===== config.mk =====
export PLATFORM = sky130hd
export DESIGN_NAME = mem_stage_flat
export DESIGN_NICKNAME = d
export VERILOG_FILES = /design/src/rtl/mem_stage_if.sv /design/src/rtl/mem_stage.sv /design/src/flat_wrapper.sv
export SDC_FILE = /design/constraint.sdc
export NUM_CORES = 1
export LEC_CHECK = 0
export BUFFER_PORTS_ARGS = -buffer_cell sky130_fd_sc_hd__buf_4
export CAP_MARGIN = 25
export CELL_PAD_IN_SITES_DETAIL_PLACEMENT = 1
export CELL_PAD_IN_SITES_GLOBAL_PLACEMENT = 1
export CORE_AREA = 2 2 212 172
export DETAILED_ROUTE_END_ITERATION = 16
export DIE_AREA = 0 0 214 174
export PLACE_DENSITY = 0.72
export SLEW_MARGIN = 20
export SYNTH_ARGS = -nofsm -noshare
export SYNTH_HDL_FRONTEND = slang
export SYNTH_SLANG_ARGS = --single-unit

===== constraint.sdc =====
create_clock -name clk -period 4.78 [get_ports clk]
set_input_delay 0.956 -clock clk [delete_from_list [all_inputs] [get_ports clk]]
set_output_delay 0.956 -clock clk [all_outputs]
set_load 0.01 [all_outputs]

===== src/rtl/mem_stage_if.sv =====
// Handshake and data-bus bundle for mem_stage: execute-side input, data bus
// request/response and writeback output. master = the stage, slave = its surroundings.
interface mem_stage_if #(
  parameter int unsigned XLEN = 64,
  parameter int unsigned RD_W = 5
);
  logic            in_valid;
  logic            in_ready;
  logic [4:0]      in_op;
  logic [XLEN-1:0] in_addr;
  logic [XLEN-1:0] in_wdata;
  logic [RD_W-1:0] in_rd;

  logic            dreq_valid;
  logic            dreq_ready;
  logic            dreq_write;
  logic [XLEN-1:0] dreq_addr;
  logic [7:0]      dreq_strb;
  logic [XLEN-1:0] dreq_wdata;

  logic            dresp_valid;
  logic [XLEN-1:0] dresp_rdata;

  logic            out_valid;
  logic            out_ready;
  logic [RD_W-1:0] out_rd;
  logic [XLEN-1:0] out_data;
  logic            out_wen;
  logic            out_exc;

  modport master (
    input  in_valid, in_op, in_addr, in_wdata, in_rd,
    output in_ready,
    output dreq_valid, dreq_write, dreq_addr, dreq_strb, dreq_wdata,
    input  dreq_ready,
    input  dresp_valid, dresp_rdata,
    output out_valid, out_rd, out_data, out_wen, out_exc,
    input  out_ready
  );

  modport slave (
    output in_valid, in_op, in_addr, in_wdata, in_rd,
    input  in_ready,
    input  dreq_valid, dreq_write, dreq_addr, dreq_strb, dreq_wdata,
    output dreq_ready,
    output dresp_valid, dresp_rdata,
    input  out_valid, out_rd, out_data, out_wen, out_exc,
    output out_ready
  );
endinterface


===== src/rtl/mem_stage.sv =====
// Memory-access stage: one load/store at a time on a valid/ready bus, load alignment
// and extension, writeback handshake. MEM_MISALIGN_CHECK_EN enables misalignment traps.
module mem_stage #(
  parameter int unsigned XLEN = 64,
  parameter int unsigned RD_W = 5
) (
  input  logic       clk,
  input  logic       rst_n,
  mem_stage_if.master bus
);
  typedef enum logic [1:0] {S_IDLE, S_REQ, S_WAIT, S_DONE} state_e;

  state_e          state_q, state_d;
  logic [4:0]      op_q, op_d;
  logic [XLEN-1:0] addr_q, addr_d;
  logic [XLEN-1:0] wdata_q, wdata_d;
  logic [XLEN-1:0] data_q, data_d;
  logic [RD_W-1:0] rd_q, rd_d;
  logic            exc_q, exc_d;

  logic [XLEN-1:0] size_mask;
  logic [5:0]      lane_sh;
  logic [XLEN-1:0] ld_shift;
  logic [XLEN-1:0] ld_data;
  logic            ld_sext;
  logic [7:0]      strb_base;
`ifdef MEM_MISALIGN_CHECK_EN
  logic            misaligned;
  assign misaligned = |(bus.in_addr & size_mask);
`endif

  assign size_mask = (XLEN'(1) << bus.in_op[1:0]) - XLEN'(1);
  assign lane_sh   = {addr_q[2:0], 3'b000};
  assign ld_shift  = bus.dresp_rdata >> lane_sh;
  assign ld_sext   = !op_q[2] || (op_q[1:0] == 2'd3);

  always_comb begin
    ld_data   = ld_shift;
    strb_base = 8'hFF;
    case (op_q[1:0])
      2'd0: begin
        ld_data   = {{(XLEN-8){ld_sext & ld_shift[7]}}, ld_shift[7:0]};
        strb_base = 8'h01;
      end
      2'd1: begin
        ld_data   = {{(XLEN-16){ld_sext & ld_shift[15]}}, ld_shift[15:0]};
        strb_base = 8'h03;
      end
      2'd2: begin
        ld_data   = {{(XLEN-32){ld_sext & ld_shift[31]}}, ld_shift[31:0]};
        strb_base = 8'h0F;
      end
      default: begin
        ld_data   = ld_shift;
        strb_base = 8'hFF;
      end
    endcase
  end

  always_comb begin
    state_d = state_q;
    op_d    = op_q;
    addr_d  = addr_q;
    wdata_d = wdata_q;
    data_d  = data_q;
    rd_d    = rd_q;
    exc_d   = exc_q;
    case (state_q)
      S_IDLE: begin
        if (bus.in_valid) begin
          op_d    = bus.in_op;
          addr_d  = bus.in_addr;
          wdata_d = bus.in_wdata;
          rd_d    = bus.in_rd;
          exc_d   = 1'b0;
          if (!bus.in_op[4]) begin
            data_d  = bus.in_addr;
            state_d = S_DONE;
          end else begin
`ifdef MEM_MISALIGN_CHECK_EN
            if (misaligned) begin
              exc_d   = 1'b1;
              data_d  = bus.in_addr;
              state_d = S_DONE;
            end else begin
              state_d = S_REQ;
            end
`else
            // Misaligned accesses silently round down to the natural boundary.
            addr_d  = bus.in_addr & ~size_mask;
            state_d = S_REQ;
`endif
          end
        end
      end
      S_REQ: begin
        if (bus.dreq_ready) state_d = S_WAIT;
      end
      S_WAIT: begin
        if (bus.dresp_valid) begin
          data_d  = op_q[3] ? '0 : ld_data;
          state_d = S_DONE;
        end
      end
      S_DONE: begin
        if (bus.out_ready) state_d = S_IDLE;
      end
      default: state_d = S_IDLE;
    endcase
  end

  always_ff @(posedge clk or negedge rst_n) begin
    if (!rst_n) begin
      state_q <= S_IDLE;
      op_q    <= '0;
      addr_q  <= '0;
      wdata_q <= '0;
      data_q  <= '0;
      rd_q    <= '0;
      exc_q   <= 1'b0;
    end else begin
      state_q <= state_d;
      op_q    <= op_d;
      addr_q  <= addr_d;
      wdata_q <= wdata_d;
      data_q  <= data_d;
      rd_q    <= rd_d;
      exc_q   <= exc_d;
    end
  end

  assign bus.in_ready   = (state_q == S_IDLE);
  assign bus.dreq_valid = (state_q == S_REQ);
  assign bus.dreq_write = op_q[3];
  assign bus.dreq_addr  = addr_q;
  assign bus.dreq_strb  = (state_q == S_REQ) ? (strb_base << addr_q[2:0]) : '0;
  assign bus.dreq_wdata = wdata_q << lane_sh;
  assign bus.out_valid  = (state_q == S_DONE);
  assign bus.out_rd     = rd_q;
  assign bus.out_data   = data_q;
`ifdef MEM_MISALIGN_CHECK_EN
  assign bus.out_exc    = exc_q;
`else
  assign bus.out_exc    = 1'b0;
`endif
  assign bus.out_wen    = !(op_q[4] & op_q[3]) & !exc_q & (rd_q != '0);
endmodule


===== src/flat_wrapper.sv =====
// flat-port wrapper written by rule: the top's interface ports become plain ports
module mem_stage_flat 
#(
  parameter int unsigned XLEN = 64,
  parameter int unsigned RD_W = 5
)
  (clk, rst_n, bus_in_valid, bus_in_op, bus_in_addr, bus_in_wdata, bus_in_rd, bus_in_ready, bus_dreq_valid, bus_dreq_write, bus_dreq_addr, bus_dreq_strb, bus_dreq_wdata, bus_dreq_ready, bus_dresp_valid, bus_dresp_rdata, bus_out_valid, bus_out_rd, bus_out_data, bus_out_wen, bus_out_exc, bus_out_ready);
  mem_stage_if #(.XLEN(XLEN), .RD_W(RD_W)) bus_i ();
  input  logic clk;
  input  logic rst_n;
  input wire logic [$bits(bus_i.in_valid)-1:0] bus_in_valid;
  input wire logic [$bits(bus_i.in_op)-1:0] bus_in_op;
  input wire logic [$bits(bus_i.in_addr)-1:0] bus_in_addr;
  input wire logic [$bits(bus_i.in_wdata)-1:0] bus_in_wdata;
  input wire logic [$bits(bus_i.in_rd)-1:0] bus_in_rd;
  output wire logic [$bits(bus_i.in_ready)-1:0] bus_in_ready;
  output wire logic [$bits(bus_i.dreq_valid)-1:0] bus_dreq_valid;
  output wire logic [$bits(bus_i.dreq_write)-1:0] bus_dreq_write;
  output wire logic [$bits(bus_i.dreq_addr)-1:0] bus_dreq_addr;
  output wire logic [$bits(bus_i.dreq_strb)-1:0] bus_dreq_strb;
  output wire logic [$bits(bus_i.dreq_wdata)-1:0] bus_dreq_wdata;
  input wire logic [$bits(bus_i.dreq_ready)-1:0] bus_dreq_ready;
  input wire logic [$bits(bus_i.dresp_valid)-1:0] bus_dresp_valid;
  input wire logic [$bits(bus_i.dresp_rdata)-1:0] bus_dresp_rdata;
  output wire logic [$bits(bus_i.out_valid)-1:0] bus_out_valid;
  output wire logic [$bits(bus_i.out_rd)-1:0] bus_out_rd;
  output wire logic [$bits(bus_i.out_data)-1:0] bus_out_data;
  output wire logic [$bits(bus_i.out_wen)-1:0] bus_out_wen;
  output wire logic [$bits(bus_i.out_exc)-1:0] bus_out_exc;
  input wire logic [$bits(bus_i.out_ready)-1:0] bus_out_ready;
  assign bus_i.in_valid = bus_in_valid;
  assign bus_i.in_op = bus_in_op;
  assign bus_i.in_addr = bus_in_addr;
  assign bus_i.in_wdata = bus_in_wdata;
  assign bus_i.in_rd = bus_in_rd;
  assign bus_in_ready = bus_i.in_ready;
  assign bus_dreq_valid = bus_i.dreq_valid;
  assign bus_dreq_write = bus_i.dreq_write;
  assign bus_dreq_addr = bus_i.dreq_addr;
  assign bus_dreq_strb = bus_i.dreq_strb;
  assign bus_dreq_wdata = bus_i.dreq_wdata;
  assign bus_i.dreq_ready = bus_dreq_ready;
  assign bus_i.dresp_valid = bus_dresp_valid;
  assign bus_i.dresp_rdata = bus_dresp_rdata;
  assign bus_out_valid = bus_i.out_valid;
  assign bus_out_rd = bus_i.out_rd;
  assign bus_out_data = bus_i.out_data;
  assign bus_out_wen = bus_i.out_wen;
  assign bus_out_exc = bus_i.out_exc;
  assign bus_i.out_ready = bus_out_ready;
  mem_stage #(.XLEN(XLEN), .RD_W(RD_W)) u_core (.clk(clk), .rst_n(rst_n), .bus(bus_i));
endmodule

==> flow_summary_export.csv, run 1 <==
group,metric,value,unit
logic_synthesis,synthDistinctLibCells,54,
logic_synthesis,netlist.area_leader.share,42.0,%
detailed_routing,vias,11200,
detailed_routing,viasPerCell,5.51,
sta,slew_viol_final,0,
floorplan,pin_count,419,
placement,dp_hpwl,38200,um
clock_network,cts_setup_buffers,0,
floorplan,fp.dieArea,37200,um^2
final_layout,drive_gt1_share,44.5,%
sta,fin_tns_setup,0,ns
sta,fin_crit,3.85,ns
grt,grt_usage,26.7,%
clock_network,cts.reportedPaths.clkPinSlew,0.07,ns
job,maxCapViolCount,0,
critical_path,critPathMaxStageDelay,0.86,ns
logic_synthesis,syn_area,12100,um^2
detailed_routing,post_drt_wl_per_cell,25.1,um
pwr,power.leakage,0.00734,uW
final_layout,syn_to_final_growth,36.7,%
pwr,power.total,13300,uW
floorplan,design.core.area,35300,um^2
pwr,powerDensity,799,nW/um^2
sta,finalSetupViolations,0,
critical_path,startpoint_type,"flip-flop",
logic_synthesis,syn_nets,1380,
logic_synthesis,yosysMostFrequentCell,"dfrtp_1",
logic_synthesis,netlist_top_cells_area,"dfrtp_1 (42%), mux2_2 (12%), mux4_2 (7.0%), a21oi_1 (5.1%), mux2i_1 (4.9%)",
grt,grt_overflow,0,
critical_path,critPathSlowestCell,"dfrtp_4",
floorplan,die_w,214,um
clock_network,clk_latency,0.55,ns
critical_path,worst-setup-path-type,"flip-flop to primary output",
sta,hold_viol_final,0,
floorplan,start_util,34.4,%
detailed_routing,drt_first_pass_iters,5,
critical_path,cp.required,3.82,ns
logic_synthesis,syn_avg_cell_area,10.4,um^2
clock_network,cts-hold-fix-buffers,0,
detailed_routing,drt-initial-drc-count,772,
sta,max_freq,0.260,GHz
placement,finalWeightedCongestion,0.896,
grt,grt_pass1_wl,75700,um
detailed_routing,drt_wl_total,51000,um
sta,fin_crit_sh,80.6,%
detailed_routing,drc,0,
clock_network,cts_tree,"yes",
floorplan,rows,62,
sta,rsz0062_at_grt,"false",
detailed_routing,final_antenna_net_count,0,
placement,io_buffers,417,
critical_path,crit_path_end_kind,"primary output",
logic_synthesis,synth.largest_area_cell,"dfrtp_1",
clock_network,clockBufferDepth,3,
logic_synthesis,synth-main-ff-cell,"dfrtp_1",
grt,grt_max_degree,105,
final_layout,fin_nets,1738,
grt,grt_pass1_vias,11400,
logic_synthesis,postSynthCellCount,1167,
clock_network,cts_root_buf,"clkbuf_16",
pwr,peakVddDrop,430,uV
critical_path,crit_fanout,50,
sta,fin_skew,0.0140,ns
clock_network,htreeDepth,1,
sta,worst_pin_slew,1.05,ns
logic_synthesis,ys_top_cells_by_count,"dfrtp_1 (204), mux2_2 (133), a21oi_1 (124), nand2_1 (87), clkbuf_1 (79)",
logic_synthesis,synth_edf_count,0,
critical_path,cp.arrival,2.90,ns
clock_network,cts_sinks,204,
floorplan,die_y,174,um
critical_path,crit_chain,"buf_4, mux2_2, nor2_1, a21oi_1, mux2_2, buf_4",
clock_network,cts_resized,0,
critical_path,rr_worst_depth,7,
clock_network,numCtsBuffers,25,
hold_path,hold_path.class,"primary input to asynchronous set/reset pin",
logic_synthesis,ys_ff_latch,204,
logic_synthesis,yosysWarnings,0,
sta,relSlewSlack,30.0,%
grt,antenna_found_initial,11,
status,status,"completed",
logic_synthesis,async_flop_share,100,%
logic_synthesis,synth_seq_area_share,42.0,%
-- cell families (layout without fill, tap and decap cells) --
| kind of cell | count (synthesis) | in the layout | share of synthesized area (%) |
|---|---|---|---|
| other | 1 | 10 | 0.0309 |
| muxes | 231 | 231 | 24.4 |
| AOI/OAI and AO/OA | 325 | 325 | 17.2 |
| buffers and inverters | 128 | 505 | 4.46 |
| DFF | 204 | 204 | 42.0 |
| and+or+nand+nor | 273 | 273 | 11.4 |
| adders and majority gates | 5 | 5 | 0.515 |
-- flip-flops by register name, indices dropped and copies added (netlist names) --
signal / cells
u_core.bus.dreq_addr: 64
u_core.bus.out_data: 64
u_core.bus.out_rd: 5
u_core.op_q: 5
u_core.state_q: 2
u_core.wdata_q: 64
-- worst paths after layout --
| kind | start | end | slack, ns |
|---|---|---|---|
| min in group clk | u_core.bus.out_data[3]$_DFFE_PN0P_ | u_core.bus.out_data[3]$_DFFE_PN0P_ | 0.49 |
| worst min-delay path | rst_n | u_core.wdata_q[43]$_DFFE_PN0P_ | 0.36 |
| worst max register to register | u_core.bus.dreq_addr[2]$_DFFE_PN0P_ | u_core.bus.out_data[32]$_DFFE_PN0P_ | 1.44 |
| worst min register to register | u_core.bus.out_data[3]$_DFFE_PN0P_ | u_core.bus.out_data[3]$_DFFE_PN0P_ | 0.49 |
| worst max-delay path | u_core.bus.dreq_addr[0]$_DFFE_PN0P_ | bus_dreq_wdata[60] | 0.93 |
| max in group asynchronous | rst_n | u_core.bus.dreq_addr[38]$_DFFE_PN0P_ | 3.37 |
-- placed cells by master (no fill, tap or decap), drive strengths merged, types with 5 or more instances in the layout --
cell type,netlist,final
buf,28,438
dfrtp,204,204
mux2,134,134
a21oi,124,124
nand2,87,87
o21ai,80,80
nor2,70,70
mux2i,59,59
nor3b,55,55
mux4,38,38
clkbuf,79,34
a22o,30,30
and2,25,25
inv,20,21
o22ai,20,20
o221ai,18,18
o31ai,16,16
nor2b,11,11
nor3,10,10
diode,0,9
nand3,7,7
a2bb2oi,7,7
o21bai,6,6
clkinv,1,6
ha,5,5
a211oi,5,5
-- worst max-delay path: cells and delay by family (launching register included) --
kind            cells  cell delay [ns]
compound gates      1             0.08
buf+inv             2             0.57
flops               1             0.86
mux                 2             0.70
simple gates        1             0.10
-- report_power, final --
group	internal (uW)	leakage, uW	switching, uW	total (uW)
logic	3610	0.00444	4100	7710
clock network	1220	0.000422	808	2030
registers	2610	0.00248	921	3530
-- cell type report --
cell class              instances  area, um^2
multi-input cells             835        6540
clock buffers                  34         719
well taps                     480         601
flip-flops and latches        204        5120
clock inverters                12         150
inverters                      21        78.8
diodes                          9        22.5
repair buffers                438        3370
fillers                      3971       18700
-- routing by layer --
metal	share of wire, %	vias to the layer above	global-route usage, %	wire length [um]
met2	45	417	39.9	22700
met4	2.6	2	7.75	1300
met3	6.4	70	5.81	3270
met1	46	5708	38.7	23700
met5	0.022	-	0	11
li1	-	5010	-	-
-- metrics by stage --
step           utilization, %  instance area [um^2]  cells  setup slack [ns]  hold slack, ns
2_1_floorplan               -                 12100   1167              1.80           0.451
3_3_place_gp             44.4                 15700   1976              1.58           0.464
6_report                 47.0                 16600   2033             0.928           0.362
3_5_place_dp             44.4                 15700   1976              1.43           0.490
4_1_cts                  46.8                 16500   2022             0.903           0.386
5_1_grt                  47.0                 16600   2033             0.806           0.404
Power figures use the tool's default switching activity.
==> inputs of run 2 (changes only) <==
clock period = 3.7 ns   (was 4.78 ns; I/O delays follow)
==> run 2 against run 1 <==
Against the previous run: combinational power up 31%; wire length up 1.8%; via count up 0.90%; critical path type unchanged; largest power group unchanged.
==> flow_summary_export.csv, run 2 (synthesis gave the netlist of run 1 again) <==
group,metric,value,unit
status,status,"completed",
detailed_routing,drt-initial-drc-count,625,
critical_path,critPathMaxStageDelay,0.85,ns
critical_path,reg2reg_slack,0.79,ns
final_layout,fin_nets,1755,
floorplan,start_util,34.4,%
final_layout,drive_gt1_share,45.1,%
placement,io_buffers,417,
clock_network,numCtsBuffers,25,
critical_path,critPathSlowestCell,"dfrtp_4",
critical_path,worstReg2RegEnd,"u_core.bus.out_data[32]$_DFFE_PN0P_",
final_layout,final_common_cell,"buf_4",
critical_path,cpMostUsedCell,"buf_4",
clock_network,cts_sinks,204,
final_layout,mostFrequentLayoutCells,"buf_4 (448), dfrtp_1 (201), mux2_2 (133)",
grt,antenna_found_initial,13,
clock_network,htreeDepth,1,
floorplan,fp.dieArea,37200,um^2
clock_network,cts_tree,"yes",
detailed_routing,drt_first_pass_iters,7,
sta,worst_pin_slew,0.767,ns
critical_path,startpoint,"u_core.bus.dreq_addr[0]$_DFFE_PN0P_",
grt,grt_pass1_wl,77500,um
sta,slew_viol_final,0,
grt,grt_usage,27.2,%
floorplan,design.core.area,35300,um^2
clock_network,clk_latency,0.54,ns
final_layout,n_fill_cell,3948,
grt,grt_pass1_vias,11600,
job,maxCapViolCount,0,
critical_path,regToRegStartpoint,"u_core.bus.dreq_addr[1]$_DFFE_PN0P_",
sta,fin_crit,3.48,ns
sta,fin_skew,0.0134,ns
floorplan,die_w,214,um
critical_path,endpoint,"bus_dreq_wdata[48]",
critical_path,path_depth,5,
clock_network,cts-hold-fix-buffers,0,
critical_path,crit_fanout,44,
pwr,power.leakage,0.00743,uW
grt,grt_overflow,0,
sta,finalSetupViolations,0,
floorplan,pin_count,419,
floorplan,die_y,174,um
final_layout,syn_to_final_growth,38.0,%
final_layout,final_core_util,47.5,%
sta,relSlewSlack,48.8,%
sta,hold_viol_final,0,
critical_path,crit_path_end_kind,"primary output",
critical_path,worst-setup-path-type,"flip-flop to primary output",
detailed_routing,vias,11300,
sta,rsz0062_at_grt,"false",
critical_path,rr_worst_depth,6,
clock_network,cts_root_buf,"clkbuf_16",
detailed_routing,drc,0,
detailed_routing,final_antenna_net_count,0,
critical_path,path_buf_inv,2,
clock_network,clockBufferDepth,3,
sta,fin_tns_setup,0,ns
detailed_routing,drt_wl_total,51900,um
pwr,peakVddDrop,429,uV
floorplan,rows,62,
critical_path,startpoint_type,"flip-flop",
critical_path,cp.required,2.96,ns
critical_path,cp.arrival,2.74,ns
pwr,powerDensity,1040,nW/um^2
critical_path,cp_top_family,"flip-flops",
placement,dp_hpwl,39300,um
clock_network,cts_setup_buffers,0,
placement,finalWeightedCongestion,0.929,
grt,grt_max_degree,84,
detailed_routing,viasPerCell,5.51,
sta,fin_crit_sh,94.1,%
hold_path,hold_path.class,"primary input to asynchronous set/reset pin",
clock_network,cts.reportedPaths.clkPinSlew,0.07,ns
detailed_routing,post_drt_wl_per_cell,25.3,um
critical_path,crit_chain,"buf_4, mux4_2, nand2_1, o21ai_0, buf_4",
sta,max_freq,0.287,GHz
clock_network,cts_resized,0,
[run 2: cell count changes in the layout (fill, tap and decap cells not counted), moves of 3 or more]
cell / delta
clkbuf_8: -3
inv_6: +3
diode_2: +3
clkinv_2: -3
buf_4: +16
buf_12: +3
[run 2: cell type report]
type	instances	area [um^2]	share of cell area, %
clock inverters	14	221	1.32
flip-flops and latches	204	5120	30.5
inverters	21	78.8	0.470
clock buffers	31	678	4.05
well taps	480	601	3.58
diodes	12	30.0	0.179
multi-input cells	835	6540	39.0
repair buffers	455	3500	20.9
[run 2: worst register-to-register path, stage by stage (launching register included)]
cell and delay (ns):
dfrtp_4 0.81, or2_2 0.56, a211oi_2 0.11, nor3_1 0.58
a2111oi_4 0.11, buf_4 0.30, o31ai_1 0.33
[run 2: per-stage QoR]
stage	power, uW	cell area [um^2]	worst slack [ns]	hold slack (ns)	std cells
2_1_floorplan	10100	12100	0.931	0.444	1167
3_3_place_gp	14400	15800	0.869	0.466	1995
3_5_place_dp	14600	15800	0.801	0.476	1995
4_1_cts	17400	16700	0.221	0.207	2040
5_1_grt	18500	16800	0.112	0.210	2049
6_report	17400	16800	0.218	0.162	2052
[run 2: routing by layer]
| layer | routed length [um] | up-vias | track usage (%) |
|---|---|---|---|
| li1 | - | 5047 | - |
| met1 | 24400 | 5769 | 39.8 |
| met2 | 22500 | 415 | 39.5 |
| met3 | 3570 | 73 | 6.72 |
| met4 | 1430 | 4 | 8.22 |
| met5 | 23 | - | 0 |
[run 2: worst min path at each step]
stage	slack, ns	cells past startpoint	end
floorplan	0.44	0	u_core.bus.dreq_addr[0]$_DFFE_PN0P_
global placement	0.47	2	u_core.bus.out_data[2]$_DFFE_PN0P_
detailed placement	0.48	2	u_core.bus.out_data[2]$_DFFE_PN0P_
CTS	0.21	1	u_core.bus.out_rd[0]$_DFFE_PN0P_
global route	0.21	1	u_core.bus.out_rd[0]$_DFFE_PN0P_
finish	0.16	1	u_core.bus.out_rd[0]$_DFFE_PN0P_
[run 2: power breakdown]
group	total (uW)	leakage [uW]	internal, uW	switching (uW)
Clock	2720	0.000431	1660	1050
Sequential	4620	0.00248	3370	1260
Combinational	10100	0.00452	4770	5300
Total	17400	0.00743	9800	7610
